--- config.mk ---
export PLATFORM = sky130hd
export DESIGN_NAME = s3g_packet_tx_flat
export DESIGN_NICKNAME = d
export VERILOG_FILES = /design/src/rtl/s3g_packet_tx_if.sv /design/src/rtl/s3g_packet_tx.sv /design/src/flat_wrapper.sv
export SDC_FILE = /design/constraint.sdc
export NUM_CORES = 1
export LEC_CHECK = 0
export CAP_MARGIN = 40
export CORE_ASPECT_RATIO = 0.9
export CORE_MARGIN = 2
export CORE_UTILIZATION = 60
export DETAILED_ROUTE_END_ITERATION = 7
export PLACE_DENSITY = 0.87
export SLEW_MARGIN = 20
export SYNTH_ARGS = -nofsm -noshare
export SYNTH_HDL_FRONTEND = slang
export SYNTH_SLANG_ARGS = --single-unit
export TNS_END_PERCENT = 10
--- constraint.sdc ---
create_clock -name clk -period 9.98 [get_ports clk]
set_input_delay 1.996 -clock clk [delete_from_list [all_inputs] [get_ports clk]]
set_output_delay 1.996 -clock clk [all_outputs]
set_load 0.005 [all_outputs]
--- src/rtl/s3g_packet_tx_if.sv ---
// s3g_packet_tx_if: payload-buffer, start/status and UART byte handshake bundle for the S3G reply framer.
interface s3g_packet_tx_if #(parameter int ADDR_W = 5) ();
  logic              buf_wr;
  logic [ADDR_W-1:0] buf_addr;
  logic [7:0]        buf_data;
  logic [7:0]        payload_len;
  logic              packet_wr;
  logic [7:0]        tx_data;
  logic              tx_wr;
  logic              tx_done;
  logic              busy;
  logic              packet_sent;
  logic              len_err;
  logic              timeout;
  modport master (output buf_wr, buf_addr, buf_data, payload_len, packet_wr, tx_done,
                  input tx_data, tx_wr, busy, packet_sent, len_err, timeout);
  modport slave (input buf_wr, buf_addr, buf_data, payload_len, packet_wr, tx_done,
                 output tx_data, tx_wr, busy, packet_sent, len_err, timeout);
endinterface

--- src/rtl/s3g_packet_tx.sv ---
// s3g_packet_tx: frames the buffered payload as D5, len, payload, CRC8 (Maxim) one UART byte at a time.
// Define S3G_TX_TIMEOUT_EN to abort a packet when tx_done stalls for TIMEOUT_CYCLES.
module s3g_packet_tx #(
  parameter int MAX_PAYLOAD    = 32,
  parameter int ADDR_W         = 5,
  parameter int TIMEOUT_CYCLES = 1000000
) (
  input logic          clk,
  input logic          rst,
  s3g_packet_tx_if.slave bus
);
  typedef enum logic [1:0] {IDLE, SEND, WAIT} state_t;

  if (MAX_PAYLOAD > 2**ADDR_W || TIMEOUT_CYCLES < 1) begin : g_bad_cfg
    $error("s3g_packet_tx: invalid MAX_PAYLOAD/ADDR_W/TIMEOUT_CYCLES");
  end

  state_t     state_q, state_d;
  logic [8:0] idx_q, idx_d;
  logic [7:0] len_q, len_d, crc_q, crc_d, tx_data_q, tx_data_d, rd_q;
  logic       tx_wr_q, tx_wr_d, busy_q, busy_d, sent_q, sent_d, len_err_q, len_err_d;
  logic [7:0] mem [MAX_PAYLOAD];
  logic [8:0] nxt, crc_pos;
  logic       last, nxt_crc;

  function automatic logic [7:0] crc8(input logic [7:0] c, input logic [7:0] d);
    for (int i = 0; i < 8; i++) c = (c[0] ^ d[i]) ? ((c >> 1) ^ 8'h8C) : (c >> 1);
    return c;
  endfunction

  // idx_q is the byte currently on the wire; the read address targets the payload byte after it
  always_ff @(posedge clk) begin
    if (bus.buf_wr && !busy_q) mem[bus.buf_addr] <= bus.buf_data;
    rd_q <= mem[ADDR_W'(idx_q - 9'd1)];
  end

  assign nxt     = idx_q + 9'd1;
  assign crc_pos = {1'b0, len_q} + 9'd2;
  assign last    = idx_q == crc_pos;
  assign nxt_crc = nxt == crc_pos;

`ifdef S3G_TX_TIMEOUT_EN
  logic [31:0] cnt_q;
  logic        timeout_q, timeout_d;
  always_ff @(posedge clk or negedge rst) begin
    if (!rst) begin
      cnt_q     <= '0;
      timeout_q <= 1'b0;
    end else begin
      cnt_q     <= (state_q == WAIT && !bus.tx_done) ? cnt_q + 32'd1 : '0;
      timeout_q <= timeout_d;
    end
  end
  assign bus.timeout = timeout_q;
`else
  assign bus.timeout = 1'b0;
`endif

  always_comb begin
    state_d   = state_q;
    idx_d     = idx_q;
    len_d     = len_q;
    crc_d     = crc_q;
    tx_data_d = tx_data_q;
    tx_wr_d   = 1'b0;
    busy_d    = busy_q;
    sent_d    = 1'b0;
    len_err_d = 1'b0;
`ifdef S3G_TX_TIMEOUT_EN
    timeout_d = 1'b0;
`endif
    case (state_q)
      IDLE: if (bus.packet_wr) begin
        if (bus.payload_len > 8'(MAX_PAYLOAD)) len_err_d = 1'b1;
        else begin
          state_d   = SEND;
          len_d     = bus.payload_len;
          crc_d     = 8'h00;
          idx_d     = '0;
          tx_wr_d   = 1'b1;
          tx_data_d = 8'hD5;
          busy_d    = 1'b1;
        end
      end
      SEND: state_d = WAIT;
      WAIT: if (bus.tx_done) begin
        if (last) begin
          state_d = IDLE;
          busy_d  = 1'b0;
          sent_d  = 1'b1;
        end else begin
          state_d   = SEND;
          idx_d     = nxt;
          tx_wr_d   = 1'b1;
          tx_data_d = (nxt == 9'd1) ? len_q : nxt_crc ? crc_q : rd_q;
          crc_d     = (nxt != 9'd1 && !nxt_crc) ? crc8(crc_q, rd_q) : crc_q;
        end
      end
`ifdef S3G_TX_TIMEOUT_EN
      else if (cnt_q == 32'(TIMEOUT_CYCLES - 1)) begin
        state_d   = IDLE;
        busy_d    = 1'b0;
        timeout_d = 1'b1;
      end
`endif
      default: state_d = IDLE;
    endcase
  end

  always_ff @(posedge clk or negedge rst) begin
    if (!rst) begin
      state_q   <= IDLE;
      idx_q     <= '0;
      len_q     <= '0;
      crc_q     <= '0;
      tx_data_q <= '0;
      tx_wr_q   <= 1'b0;
      busy_q    <= 1'b0;
      sent_q    <= 1'b0;
      len_err_q <= 1'b0;
    end else begin
      state_q   <= state_d;
      idx_q     <= idx_d;
      len_q     <= len_d;
      crc_q     <= crc_d;
      tx_data_q <= tx_data_d;
      tx_wr_q   <= tx_wr_d;
      busy_q    <= busy_d;
      sent_q    <= sent_d;
      len_err_q <= len_err_d;
    end
  end

  assign bus.tx_data     = tx_data_q;
  assign bus.tx_wr       = tx_wr_q;
  assign bus.busy        = busy_q;
  assign bus.packet_sent = sent_q;
  assign bus.len_err     = len_err_q;
endmodule

--- src/flat_wrapper.sv ---
// flat-port wrapper written by rule: the top's interface ports become plain ports
module s3g_packet_tx_flat 
#(
  parameter int MAX_PAYLOAD    = 32,
  parameter int ADDR_W         = 5,
  parameter int TIMEOUT_CYCLES = 1000000
)
  (clk, rst, bus_buf_wr, bus_buf_addr, bus_buf_data, bus_payload_len, bus_packet_wr, bus_tx_done, bus_tx_data, bus_tx_wr, bus_busy, bus_packet_sent, bus_len_err, bus_timeout);
  s3g_packet_tx_if #(.ADDR_W(ADDR_W)) bus_i ();
  input logic clk;
  input logic rst;
  input wire logic [$bits(bus_i.buf_wr)-1:0] bus_buf_wr;
  input wire logic [$bits(bus_i.buf_addr)-1:0] bus_buf_addr;
  input wire logic [$bits(bus_i.buf_data)-1:0] bus_buf_data;
  input wire logic [$bits(bus_i.payload_len)-1:0] bus_payload_len;
  input wire logic [$bits(bus_i.packet_wr)-1:0] bus_packet_wr;
  input wire logic [$bits(bus_i.tx_done)-1:0] bus_tx_done;
  output wire logic [$bits(bus_i.tx_data)-1:0] bus_tx_data;
  output wire logic [$bits(bus_i.tx_wr)-1:0] bus_tx_wr;
  output wire logic [$bits(bus_i.busy)-1:0] bus_busy;
  output wire logic [$bits(bus_i.packet_sent)-1:0] bus_packet_sent;
  output wire logic [$bits(bus_i.len_err)-1:0] bus_len_err;
  output wire logic [$bits(bus_i.timeout)-1:0] bus_timeout;
  assign bus_i.buf_wr = bus_buf_wr;
  assign bus_i.buf_addr = bus_buf_addr;
  assign bus_i.buf_data = bus_buf_data;
  assign bus_i.payload_len = bus_payload_len;
  assign bus_i.packet_wr = bus_packet_wr;
  assign bus_i.tx_done = bus_tx_done;
  assign bus_tx_data = bus_i.tx_data;
  assign bus_tx_wr = bus_i.tx_wr;
  assign bus_busy = bus_i.busy;
  assign bus_packet_sent = bus_i.packet_sent;
  assign bus_len_err = bus_i.len_err;
  assign bus_timeout = bus_i.timeout;
  s3g_packet_tx #(.MAX_PAYLOAD(MAX_PAYLOAD), .ADDR_W(ADDR_W), .TIMEOUT_CYCLES(TIMEOUT_CYCLES)) u_core (.clk(clk), .rst(rst), .bus(bus_i));
endmodule
==> run_results.csv, run 1 <==
group,metric,value,unit
worst_setup_path,path_delay_family,"compound AO/OA/AOI/OAI gates",
sta,finalSetupViolations,0,
drt,firstDrtPassIters,5,
clock_network,ctsResizeCount,0,
sta,period_share,0.415,
synth,yosysTopAreaCell,"edfxtp_1",
place,portBuffers,37,
worst_setup_path,path_cells,"clkdlybuf4s50_1 > nor3_1 > nand2_1 > a211oi_1 > nand3_1 > o21ai_2 > o221ai_2 > a22o_1",
place,routabilityCongestion,0.877,
sta,hold_viol,0,
cells_and_area,utilization,0.698,
power,p_per_area,298,mW/mm2
clock_network,clk_pin_slew_worst_paths,0.06,ns
worst_setup_path,r2r_start,"u_core.idx_q[0]$_DFFE_PN0P_",
sta,tns,0,ns
power,intPower,0.00295,W
sta,fmax,241,MHz
clock_network,clockBufferDepth,3,
clock_network,cts_tree,"yes",
worst_hold_path,worst_hold_path_type,"flip-flop to flip-flop",
global_route,grt_use_total,0.262,
drt,finalWirelength,28.1,mm
global_route,grt_pass1_wl,42.6,mm
clock_network,cts.sinks,303,
clock_network,clk_latency,0.56,ns
synth,syn_area_per_cell,17.8,um2
clock_network,holdBufCountCts,0,
power,swShare,0.316,
drt,postRouteAntennaNets,0,
floorplanning,die_x,157,um
synth,yosys.area.top_type_share,0.607,
worst_setup_path,end_kind,"flip-flop",
worst_setup_path,critPathSlowestCell,"nand3_1",
synth,synth_edf_count,256,
power,ir_drop,0.227,mV
synth,ys_ff_latch,303,
flow_run,maxCapViolations,0,
place,dp_slack,5.27,ns
worst_setup_path,cp-start-kind,"input pin",
global_route,grt_max_degree,65,
sta,slew_headroom,0.458,
clock_network,tritoncts.num_buffers,28,
synth,ys_seq_area_frac,0.697,
floorplanning,start_util,0.609,
global_route,overflow,0,
floorplanning,core-area,0.0208,mm2
clock_network,root_buffer,"clkbuf_16",
synth,synth_ff_type,"edfxtp_1",
worst_setup_path,crit_start,"bus_payload_len[0]",
drt,wl_per_cell,26.2,um
clock_network,cts_setup_buffers,0,
floorplanning,ioPinCount,39,
worst_setup_path,required,10.41,ns
worst_setup_path,path_class,"input pin to flip-flop",
sta,finalMaxSlewViolations,0,
drt,num_vias,6908,
drt,drt_iter0_drc,836,
cells_and_area,final_nets,795,
run_status,status,"complete, no violations",
worst_hold_path,min_from,"u_core.rd_q[5]$_DFF_P_",
synth,synth.net_count,743,
worst_setup_path,cp_slowest_stage_delay,0.49,ns
cells_and_area,antenna_cells,0,
sta,fin_hold_ws,0.499,ns
floorplanning,core.rowCount,50,
cells_and_area,n_fill_cell,1245,
floorplanning,dieHeight,142,um
cells_and_area,syn_to_final_growth,14.5,%
floorplanning,die-area,0.0223,mm2
global_route,grt_pass1_vias,7017,
sta,rsz0062_at_grt,"no",
synth,synth_area_leaders,"edfxtp_1, mux4_2, dfrtp_1",
synth,synth.distinct_cells,63,
drt,drc,0,
power,pwr-share-seq,0.359,
power,combPwrFrac,0.368,
cells_and_area,final_layout_size_suffix_gt1_frac,0.215,
drt,viasPerCell,6.44,
power,p_sw,0.00136,W
sta,min_period,4.14,ns
synth,syn-cell-area,0.0127,mm2
sta,worstMarginPinSlew,0.810,ns
synth,syn_inst,713,
synth,async_flop_share,0.129,
power,clockPowerShare,0.273,
place,place.detailed.hpwl,17.5,mm
sta,skew,0.0183,ns
power,power,0.00431,W
clock_network,htreeDepth,1,
synth,yosysWarningCount,0,
worst_setup_path,crit_buf_inv,1,
worst_setup_path,cp.arrival,4.57,ns
power,p_leak,4.79,nW
sta,setup_ws,5.84,ns
worst_setup_path,path_max_fanout,15,
global_route,antenna_found_initial,1,
per-layer routing:
layer  vias to the layer above  routed length, um  global-route usage
li1                       2933                  -                   -
met1                      3507              10500               0.362
met5                         -                 13                   0
met2                       402              14500               0.440
met4                         2                756              0.0713
met3                        64               2380              0.0455
placed cells by master (no fill, tap or decap), types with 9 or more instances in the layout:
| master | n |
|---|---|
| a21o_1 | 10 |
| a22o_1 | 9 |
| buf_4 | 9 |
| clkbuf_16 | 28 |
| clkdlybuf4s50_1 | 36 |
| dfrtp_1 | 38 |
| edfxtp_1 | 256 |
| mux4_2 | 80 |
| nand2_1 | 45 |
| nand3_1 | 20 |
| nor2_1 | 51 |
| nor4_1 | 9 |
| o21ai_0 | 11 |
| xnor2_1 | 22 |
| xor2_1 | 14 |
final cells by class:
type                            instances  area (um2)  share of cell area
Timing Repair Buffer                   57         609              0.0420
Inverter                                5        18.8             0.00129
Sequential cell                       303        8830               0.609
Clock buffer                           35         737              0.0508
Multi-Input combinational cell        370        3650               0.252
Tap cell                              286         358              0.0247
Clock inverter                         17         293              0.0202
synthesized netlist by cell type, drive strengths merged (2+ instances only):
cell	count
edfxtp	256
mux4	80
nor2	51
nand2	45
dfrtp	39
xnor2	23
nand3	21
buf	18
clkbuf	17
o21ai	14
xor2	14
a21o	10
a22o	9
nor4	9
a31oi	8
dfxtp	8
mux2	8
nor3	8
and2	7
or3	6
and3	5
inv	5
ha	4
nand3b	4
nand4	4
a211oi	3
a21oi	3
mux2i	3
nor3b	3
nand2b	2
nor2b	2
nor4b	2
o2bb2ai	2
o31ai	2
or2	2
or4b	2
final timing paths:
path                                                           to  slack [ns]  cells after the start
worst min-delay path            u_core.bus.tx_data[5]$_DFFE_PN0P_        0.50                      2
worst max register to register             u_core.rd_q[5]$_DFF_P_        5.95                      9
worst max-delay path                  u_core.crc_q[3]$_DFFE_PN0P_        5.84                      8
max in group asynchronous             u_core.idx_q[0]$_DFFE_PN0P_        8.24                      2
min in group asynchronous             u_core.idx_q[2]$_DFFE_PN0P_        1.29                      1
worst min register to register  u_core.bus.tx_data[5]$_DFFE_PN0P_        0.50                      2
tightest hold or removal path: stages (launching register included):
cell,delay [ns]
dfxtp_1,0.32
nand2_1,0.06
a31oi_1,0.08
cells by family after synthesis:
logic type               count (synthesis)  share of synthesized area
AO/OA/AOI/OAI                           61                     0.0372
XOR/XNOR                                37                     0.0256
adder cells (fa/ha/maj)                  4                    0.00395
buffers and inverters                   40                     0.0151
flip-flops                             303                      0.697
multiplexers                            91                      0.152
other                                    1                   0.000296
AND/OR/NAND/NOR                        176                     0.0690
power by group through the flow:
stage	combinational [W]	clock [W]	sequential, W
5_1_grt	0.00169	0.00123	0.00156
6_report	0.00159	0.00118	0.00155
2_1_floorplan	0.00114	0	0.00153
4_1_cts	0.00158	0.00119	0.00155
3_5_place_dp	0.00154	0	0.00157
3_3_place_gp	0.00146	0	0.00157
sequential cells by signal (all words and copies together) (netlist names), 2 cells and up:
signal and flops:
u_core.mem 256, u_core.idx_q 9, u_core.bus.tx_data 8, u_core.crc_q 8, u_core.len_q 8, u_core.rd_q 8
u_core.state_q 2
metrics by stage:
step	instance area [um2]	std cells
finish	14500	1073
global route	14500	1073
CTS	14400	1066
detailed placement	13400	1014
global placement	13300	1006
floorplan	12700	713
Power figures use the tool's default switching activity.
==> inputs of run 2 (changes only) <==
CORE_UTILIZATION = 55   (was 60)
PLACE_DENSITY = 0.84   (was 0.87)
clock period = 3.5 ns   (was 9.98 ns; I/O delays follow)
==> run_results.csv, run 2 (synthesized netlist as in run 1, its figures left out) <==
group,metric,value,unit
place,dpl_cell_area,0.0136,mm2
cells_and_area,largest_registers,"u_core.mem: 256 flops, u_core.idx_q: 9 flops",
floorplanning,die_x,164,um
cells_and_area,largest_reg_flops,256,
place,place.detailed.hpwl,18.0,mm
cells_and_area,n_fill_cell,1469,
clock_network,clk_latency,0.56,ns
worst_setup_path,path_delay_family,"simple AND/OR/NAND/NOR gates",
clock_network,cts.sinks,303,
sta,worstMarginPinSlew,0.827,ns
clock_network,root_buffer,"clkbuf_16",
power,ir_drop,0.527,mV
cells_and_area,final_nets,827,
cells_and_area,final_cell_mix,"edfxtp_1, mux4_2, nor2_1, nand2_1, buf_4",
global_route,grt_pass1_vias,7037,
floorplanning,dieHeight,148,um
global_route,grt_pass1_wl,41.6,mm
worst_setup_path,end_kind,"flip-flop",
drt,num_vias,7013,
drt,postRouteAntennaNets,0,
power,power,0.0118,W
sta,tns,0,ns
cells_and_area,multi_input_area,0.00365,mm2
clock_network,clk_pin_slew_worst_paths,0.06,ns
cells_and_area,finalInstanceArea,0.0145,mm2
power,intPower,0.00802,W
drt,drt_iter0_drc,881,
power,p_per_area,809,mW/mm2
worst_setup_path,path_class,"flip-flop to flip-flop",
cells_and_area,regMostFlops,"u_core.mem",
worst_setup_path,cp-start-kind,"flip-flop",
global_route,overflow,0,
place,routabilityCongestion,0.893,
drt,firstDrtPassIters,5,
sta,rsz0062_at_grt,"no",
floorplanning,die-area,0.0242,mm2
power,combPwrFrac,0.381,
sta,min_period,3.00,ns
sta,period_share,0.857,
global_route,grt_use_total,0.230,
cells_and_area,antenna_cells,0,
worst_setup_path,path_max_fanout,15,
worst_hold_path,worst_hold_path_type,"flip-flop to flip-flop",
floorplanning,start_util,0.562,
clock_network,tritoncts.num_buffers,29,
clock_network,htreeDepth,1,
sta,skew,0.0214,ns
worst_setup_path,crit_buf_inv,0,
power,clockPowerShare,0.245,
cells_and_area,seq_area,0.00883,mm2
cells_and_area,mostFrequentLayoutCell,"edfxtp_1",
sta,hold_viol,0,
power,swShare,0.319,
drt,drc,0,
power,pwr-share-seq,0.373,
cells_and_area,final_layout_size_suffix_gt1_frac,0.231,
clock_network,clockBufferDepth,3,
worst_setup_path,path_cells,"nand3_1 > or3_1 > and3_1 > o2111ai_2 > nor3b_2 > and2_1 > a22o_1",
sta,fmax,333,MHz
place,portBuffers,37,
worst_setup_path,cp.arrival,3.48,ns
global_route,antenna_found_initial,0,
power,p_sw,0.00376,W
power,p_leak,4.86,nW
worst_setup_path,required,3.98,ns
clock_network,cts_tree,"yes",
drt,viasPerCell,6.30,
flow_run,maxCapViolations,0,
floorplanning,core-area,0.0225,mm2
global_route,grt_max_degree,67,
sta,finalMaxSlewViolations,0,
run_status,status,"complete, no violations",
worst_setup_path,cp_slowest_stage_delay,0.67,ns
cells_and_area,syn_to_final_growth,14.9,%
sta,slew_headroom,0.447,
floorplanning,core.rowCount,52,
floorplanning,ioPinCount,39,
sta,finalSetupViolations,0,
drt,wl_per_cell,24.4,um
worst_setup_path,critPathSlowestCell,"dfrtp_1",
drt,finalWirelength,27.2,mm
run 2: changes by cell type in the layout (fill, tap and decap cells not counted), moves of 2 or more:
cell	before	now
buf_4	9	44
buf_8	6	2
bufinv_16	7	1
clkbuf_1	6	15
clkinv_2	4	0
inv_6	2	0
run 2: path summary, 6_finish.rpt:
kind | from | end | slack, ns | cells past startpoint
max | u_core.idx_q[2]$_DFFE_PN0P_ | u_core.crc_q[2]$_DFFE_PN0P_ | 0.50 | 7
max in group asynchronous | rst | u_core.bus.busy$_DFFE_PN0P_ | 2.54 | 3
max reg2reg | u_core.idx_q[2]$_DFFE_PN0P_ | u_core.crc_q[2]$_DFFE_PN0P_ | 0.50 | 7
min in group asynchronous | rst | u_core.idx_q[4]$_DFFE_PN0P_ | 0.54 | 2
min reg2reg | u_core.rd_q[7]$_DFF_P_ | u_core.bus.tx_data[7]$_DFFE_PN0P_ | 0.52 | 2
min | u_core.rd_q[7]$_DFF_P_ | u_core.bus.tx_data[7]$_DFFE_PN0P_ | 0.52 | 2
run 2: stage by stage:
step           cells  utilization  hold WS (ns)  setup WS, ns
2_1_floorplan    713            -         0.404         0.212
3_3_place_gp    1057        0.604         0.502         0.618
3_5_place_dp    1060        0.606         0.504         0.556
4_1_cts         1111        0.645         0.269         0.536
5_1_grt         1114        0.646         0.530         0.194
6_report        1114        0.646         0.519         0.501
run 2: worst register-to-register path, stage by stage, from the launching register on:
cell and delay, ns:
dfrtp_1 0.67, nand3_1 0.35, or3_1 0.45, and3_1 0.19, o2111ai_2 0.20, nor3b_2 0.53, and2_1 0.37, a22o_1 0.19
run 2: cell type report:
cell class	instances	share of cell area
Timing Repair Buffer	88	0.0555
Tap cell	297	0.0255
Multi-Input combinational cell	370	0.251
Clock inverter	6	0.00507
Inverter	5	0.00129
Sequential cell	303	0.607
Clock buffer	45	0.0547
run 2: timing repair:
action / 4_1_cts / 5_1_grt
resized for setup: 0 / 0
hold endpoints to repair: 0 / 4
buffers inserted: 0 / 0
hold buffers: 0 / 1
run 2: power by group through the flow:
stage / clock network [W] / registers (W) / logic [W]
after CTS: 0.00293 / 0.00439 / 0.00451
final: 0.00289 / 0.00440 / 0.00449
after floorplan: 0 / 0.00435 / 0.00327
after detailed placement: 0 / 0.00446 / 0.00443
after global routing: 0.00306 / 0.00442 / 0.00478
after global placement: 0 / 0.00444 / 0.00427
run 2: per-layer routing:
layer / GRT usage / wire length [um] / vias up
li1: - / - / 3000
met1: 0.336 / 11000 / 3583
met2: 0.355 / 12800 / 366
met3: 0.0567 / 2610 / 64
met4: 0.0605 / 718 / 0
met5: 0 / 0 / -
==> inputs of run 3 (changes only) <==
PLACE_DENSITY = 0.75   (was 0.84)
==> run_results.csv, run 3 (synthesized netlist as in run 1, its figures left out) <==
group,metric,value,unit
run_status,status,"complete, no violations",
floorplanning,ioPinCount,39,
worst_setup_path,rr_worst_depth,8,
worst_setup_path,crit_buf_inv,0,
clock_network,cts_tree,"yes",
clock_network,root_buffer,"clkbuf_16",
global_route,grt_pass1_wl,40.7,mm
power,intPower,0.00813,W
sta,skew,0.00934,ns
cells_and_area,n_fill_cell,1572,
sta,period_share,0.858,
global_route,grt_pass1_vias,6800,
worst_setup_path,r2r_start,"u_core.idx_q[1]$_DFFE_PN0P_",
global_route,antenna_found_initial,0,
worst_setup_path,worstSetupEndpoint,"u_core.bus.tx_data[0]$_DFFE_PN0P_",
clock_network,clockBufferDepth,3,
worst_setup_path,rr_endpoint,"u_core.bus.tx_data[0]$_DFFE_PN0P_",
cells_and_area,syn_to_final_growth,14.7,%
drt,wl_per_cell,23.7,um
drt,postRouteAntennaNets,0,
power,clockPowerShare,0.256,
worst_setup_path,path_class,"flip-flop to flip-flop",
sta,finalSetupViolations,0,
drt,topRoutingLayerUsed,"met4",
place,routabilityCongestion,0.877,
clock_network,htreeDepth,1,
power,p_sw,0.00372,W
floorplanning,core.rowCount,52,
global_route,overflow,0,
power,ir_drop,0.554,mV
cells_and_area,final_layout_size_suffix_gt1_frac,0.234,
floorplanning,dieHeight,148,um
sta,min_period,3.00,ns
drt,drc,0,
worst_setup_path,path_cells,"ha_1 > nand4_1 > o21a_1 > o211ai_1 > nor4b_1 > and2_1 > nand3_1 > a31oi_1",
floorplanning,core-area,0.0225,mm2
sta,worstMarginPinSlew,0.791,ns
drt,met3_length,1.64,mm
worst_setup_path,path_max_fanout,9,
worst_setup_path,critPathSlowestCell,"nor4b_1",
place,portBuffers,37,
power,p_per_area,815,mW/mm2
power,p_leak,4.86,nW
cells_and_area,mostFrequentLayoutCell,"edfxtp_1",
sta,hold_viol,0,
cells_and_area,final_cell_mix,"edfxtp_1, mux4_2, nor2_1, nand2_1, buf_4",
cells_and_area,largest_reg_flops,256,
drt,viasPerCell,6.15,
floorplanning,die-area,0.0242,mm2
drt,wl_met1,11.2,mm
worst_setup_path,required,3.97,ns
drt,drt_iter0_drc,662,
global_route,grt_use_total,0.226,
sta,fin_hold_ws,0.0117,ns
cells_and_area,regMostFlops,"u_core.mem",
drt,num_vias,6805,
drt,wl_met2,13.0,mm
sta,slew_headroom,0.469,
cells_and_area,antenna_cells,0,
clock_network,ctsResizeCount,0,
floorplanning,die_x,164,um
global_route,grt_max_degree,69,
power,pwr-share-seq,0.371,
sta,tns,0,ns
drt,firstDrtPassIters,5,
power,swShare,0.314,
clock_network,holdBufCountCts,0,
place,dp_slack,0.584,ns
worst_setup_path,cp.arrival,3.47,ns
sta,rsz0062_at_grt,"no",
sta,finalMaxSlewViolations,0,
sta,fmax,333,MHz
worst_setup_path,path_delay_family,"simple AND/OR/NAND/NOR gates",
power,combPwrFrac,0.373,
worst_setup_path,rrSetupSlack,0.50,ns
flow_run,maxCapViolations,0,
worst_setup_path,crit_start,"u_core.idx_q[1]$_DFFE_PN0P_",
clock_network,tritoncts.num_buffers,29,
cells_and_area,largest_registers,"u_core.mem: 256 flops, u_core.idx_q: 9 flops",
floorplanning,start_util,0.562,
place,place.detailed.hpwl,16.9,mm
worst_setup_path,end_kind,"flip-flop",
clock_network,clk_latency,0.55,ns
drt,finalWirelength,26.3,mm
clock_network,cts_setup_buffers,0,
clock_network,cts.sinks,303,
worst_setup_path,cp.depth,8,
worst_setup_path,cp-start-kind,"flip-flop",
worst_setup_path,cp_slowest_stage_delay,0.58,ns
clock_network,clk_pin_slew_worst_paths,0.06,ns
cells_and_area,final_nets,819,
sta,setup_ws,0.498,ns
worst_hold_path,worst_hold_path_type,"input pin to async pin",
[run 3: cell count changes in the layout (fill, tap and decap cells not counted), sizes merged]
| cell | delta |
|---|---|
| clkbuf | -12 |
| bufinv | +2 |
| dlygate4sd3 | -1 |
| clkinvlp | -1 |
| clkinv | +10 |
| buf | -7 |
| inv | +1 |
[run 3: layout make-up]
type | count | area [um2] | area share
Clock buffer | 33 | 741 | 0.0510
Clock inverter | 18 | 183 | 0.0126
Inverter | 5 | 18.8 | 0.00129
Multi-Input combinational cell | 370 | 3650 | 0.252
Sequential cell | 303 | 8830 | 0.608
Tap cell | 297 | 372 | 0.0256
Timing Repair Buffer | 80 | 729 | 0.0502
[run 3: stage by stage]
step | area [um2] | std cells | util | total power, W
floorplan | 12700 | 713 | - | 0.00762
global placement | 13600 | 1053 | 0.603 | 0.00877
detailed placement | 13600 | 1053 | 0.603 | 0.00886
CTS | 14500 | 1104 | 0.644 | 0.0119
global route | 14500 | 1106 | 0.645 | 0.0124
finish | 14500 | 1106 | 0.645 | 0.0118
[run 3: power by group through the flow]
stage	clock network [W]	registers, W	logic (W)
finish	0.00303	0.00439	0.00442
global route	0.00323	0.00442	0.00474
CTS	0.00308	0.00439	0.00444
detailed placement	0	0.00446	0.00440
global placement	0	0.00445	0.00431
floorplan	0	0.00435	0.00327
[run 3: per-layer routing]
metal / track usage / up-vias
met5: 0 / -
met3: 0.0342 / 42
met2: 0.368 / 262
met4: 0.0456 / 0
met1: 0.332 / 3510
li1: - / 2991
[run 3: worst min-delay path by stage]
stage | start | endpoint | slack [ns] | cells after the start
final | rst | u_core.idx_q[3]$_DFFE_PN0P_ | 0.01 | 1
after global routing | rst | u_core.idx_q[3]$_DFFE_PN0P_ | 0.007 | 1
after CTS | rst | u_core.idx_q[8]$_DFFE_PN0P_ | 0.27 | 1
after detailed placement | u_core.rd_q[4]$_DFF_P_ | u_core.bus.tx_data[4]$_DFFE_PN0P_ | 0.48 | 2
after global placement | u_core.rd_q[4]$_DFF_P_ | u_core.bus.tx_data[4]$_DFFE_PN0P_ | 0.48 | 2
after floorplan | rst | u_core.bus.busy$_DFFE_PN0P_ | 0.40 | 0
==> patch: new RTL, settings of run 2 <==
The option `S3G_TX_TIMEOUT_EN` is turned on by a define.
--- a/src/rtl/s3g_packet_tx.sv
+++ b/src/rtl/s3g_packet_tx.sv
@@ -2,2 +2,4 @@
 // Define S3G_TX_TIMEOUT_EN to abort a packet when tx_done stalls for TIMEOUT_CYCLES.
+`define S3G_TX_TIMEOUT_EN
+
 module s3g_packet_tx #(
Check against the original RTL: same outputs for any inputs over 4 cycles, from zero or initial values and one cycle with rst low; that may be too few to reach the edited logic, so the function may still have changed.
==> patch against run 2 <==
- sequential cell count is 33 higher
- worst setup slack better by 170 ps
- sequential share of layout area decreased by 1.6 points
- cell area grew 12%
- clock skew is 6.6 ps higher
- first-iteration DRC count shrank 0.79%
- power up 8.9%
- area after synthesis increased by 12%
- sequential power rose by 9.5%
- count of clock-buffer cells in the layout decreased by 2
- wire length increased by 7.9%
- via count grew 12%
- clock power is 32% higher
- critical endpoint is now u_core.bus.tx_data[4]$_DFFE_PN0P_
- highest routed layer unchanged
==> patch: results (changes against run 2) <==
Status
  – Status: finished clean

Worst setup path
  – Number of cell instances on the worst register-to-register path: 9 (+2)
  – Data arrival at the endpoint of the critical path: 3210 ps (-270 ps)
  – Family with the most delay on the worst path: compound AO/OA/AOI/OAI gates
  – CP max stage delay: 480 ps (-190 ps)

Synth
  – Fraction of the mapped netlist area in adder cells: 0.00442 (+0.000468)
  – Multiplexer fraction of the synthesized cell area: 0.142 (-0.0101)
  – Post-synthesis async set-or-reset flop share: 0.214 (+0.0856)
  – Area fraction in compound gates after synthesis: 0.0317 (-0.00551)
  – Top cells by area in the synthesized netlist: sky130_fd_sc_hd__edfxtp_1, sky130_fd_sc_hd__dfrtp_1, sky130_fd_sc_hd__mux4_2, sky130_fd_sc_hd__xor2_1, sky130_fd_sc_hd__nor2_1
  – Number of library cell types mapped by synthesis: 54 (-14%)
  – Mapped Avg Cell Area: 16.7 µm² (-6.1%)
  – Most used standard cells in the synthesized netlist: sky130_fd_sc_hd__edfxtp_1, sky130_fd_sc_hd__nor2_1, sky130_fd_sc_hd__mux4_2

Clock tree
  – Clk Latency, worst-skew pair: 530 ps (-30 ps)
  – Clock H-tree levels: 2 (+1)
  – Cts bufs inserted: 34 (+17%)

Layout
  – Area taken by flip-flops and latches: 0.00965 mm² (+9.4%)
  – Final-stage net count: 965 (+17%)
  – Count of fill cells added during filler insertion: 1686 (+15%)
  – Count of clock buffers in the final design: 43 (-4.4%)
  – Number of signal-net inverters in the final layout: 14 (+9)
  – Fraction of area in multi-input gates: 0.261 (+0.00942)
  – Multi-In Gates: 463 (+25%)
  – Synthesis-to-finish area growth: 15.5%

Power and ir drop
  – Static Leakage: 0.00557 µW (+15%)
  – Reported net switching power: 3830 µW (+2.0%)
  – Power drawn by the sequential cells: 4820 µW (+9.5%)
  – Share of total power in the clock network: 0.298 (+0.053)

Place
  – Setup slack after placement: 484 ps (-71.4 ps)
  – Final weighted congestion in routability-driven placement: 0.820 (-8.1%)
  – Dpl hpwl: 18400 µm (+2.3%)

STA
  – Final worst clock skew: 27.9 ps (+6.56 ps)
  – Worst hold margin: 152 ps (-367 ps)

GRT
  – Largest net degree at the start of global routing: 65 (-3.0%)
  – Met1 track utilization from global routing: 0.317 (-0.0191)
  – M3 GR Usage: 0.0441 (-0.0126)

Routing
  – Drt wl/cell: 22.5 µm (-7.6%)
  – Total wire length after detailed routing: 29300 µm (+7.9%)
  – Met2 wire length: 14100 µm (+9.7%)
  – Iteration-0 DRC Markers: 874 (-0.79%)
patch: changes by cell type in the layout (fill, tap and decap cells not counted), sizes merged, moves of 10 or more:
cell | run 2 | this run
dfrtp | 39 | 72
nor2 | 51 | 82
xor2 | 14 | 36
o21ai | 14 | 29
inv | 6 | 17
a21o | 10 | 0
and3 | 5 | 15
xnor2 | 23 | 33
patch: worst paths after layout:
path | from | end
min | rst | u_core.idx_q[6]$_DFFE_PN0P_
min reg2reg | u_core.cnt_q[0]$_DFF_PN0_ | u_core.cnt_q[0]$_DFF_PN0_
min in group clk | u_core.cnt_q[0]$_DFF_PN0_ | u_core.cnt_q[0]$_DFF_PN0_
max | u_core.len_q[1]$_DFFE_PN0P_ | u_core.bus.tx_data[4]$_DFFE_PN0P_
max reg2reg | u_core.len_q[1]$_DFFE_PN0P_ | u_core.bus.tx_data[4]$_DFFE_PN0P_
max in group asynchronous | rst | u_core.cnt_q[9]$_DFF_PN0_
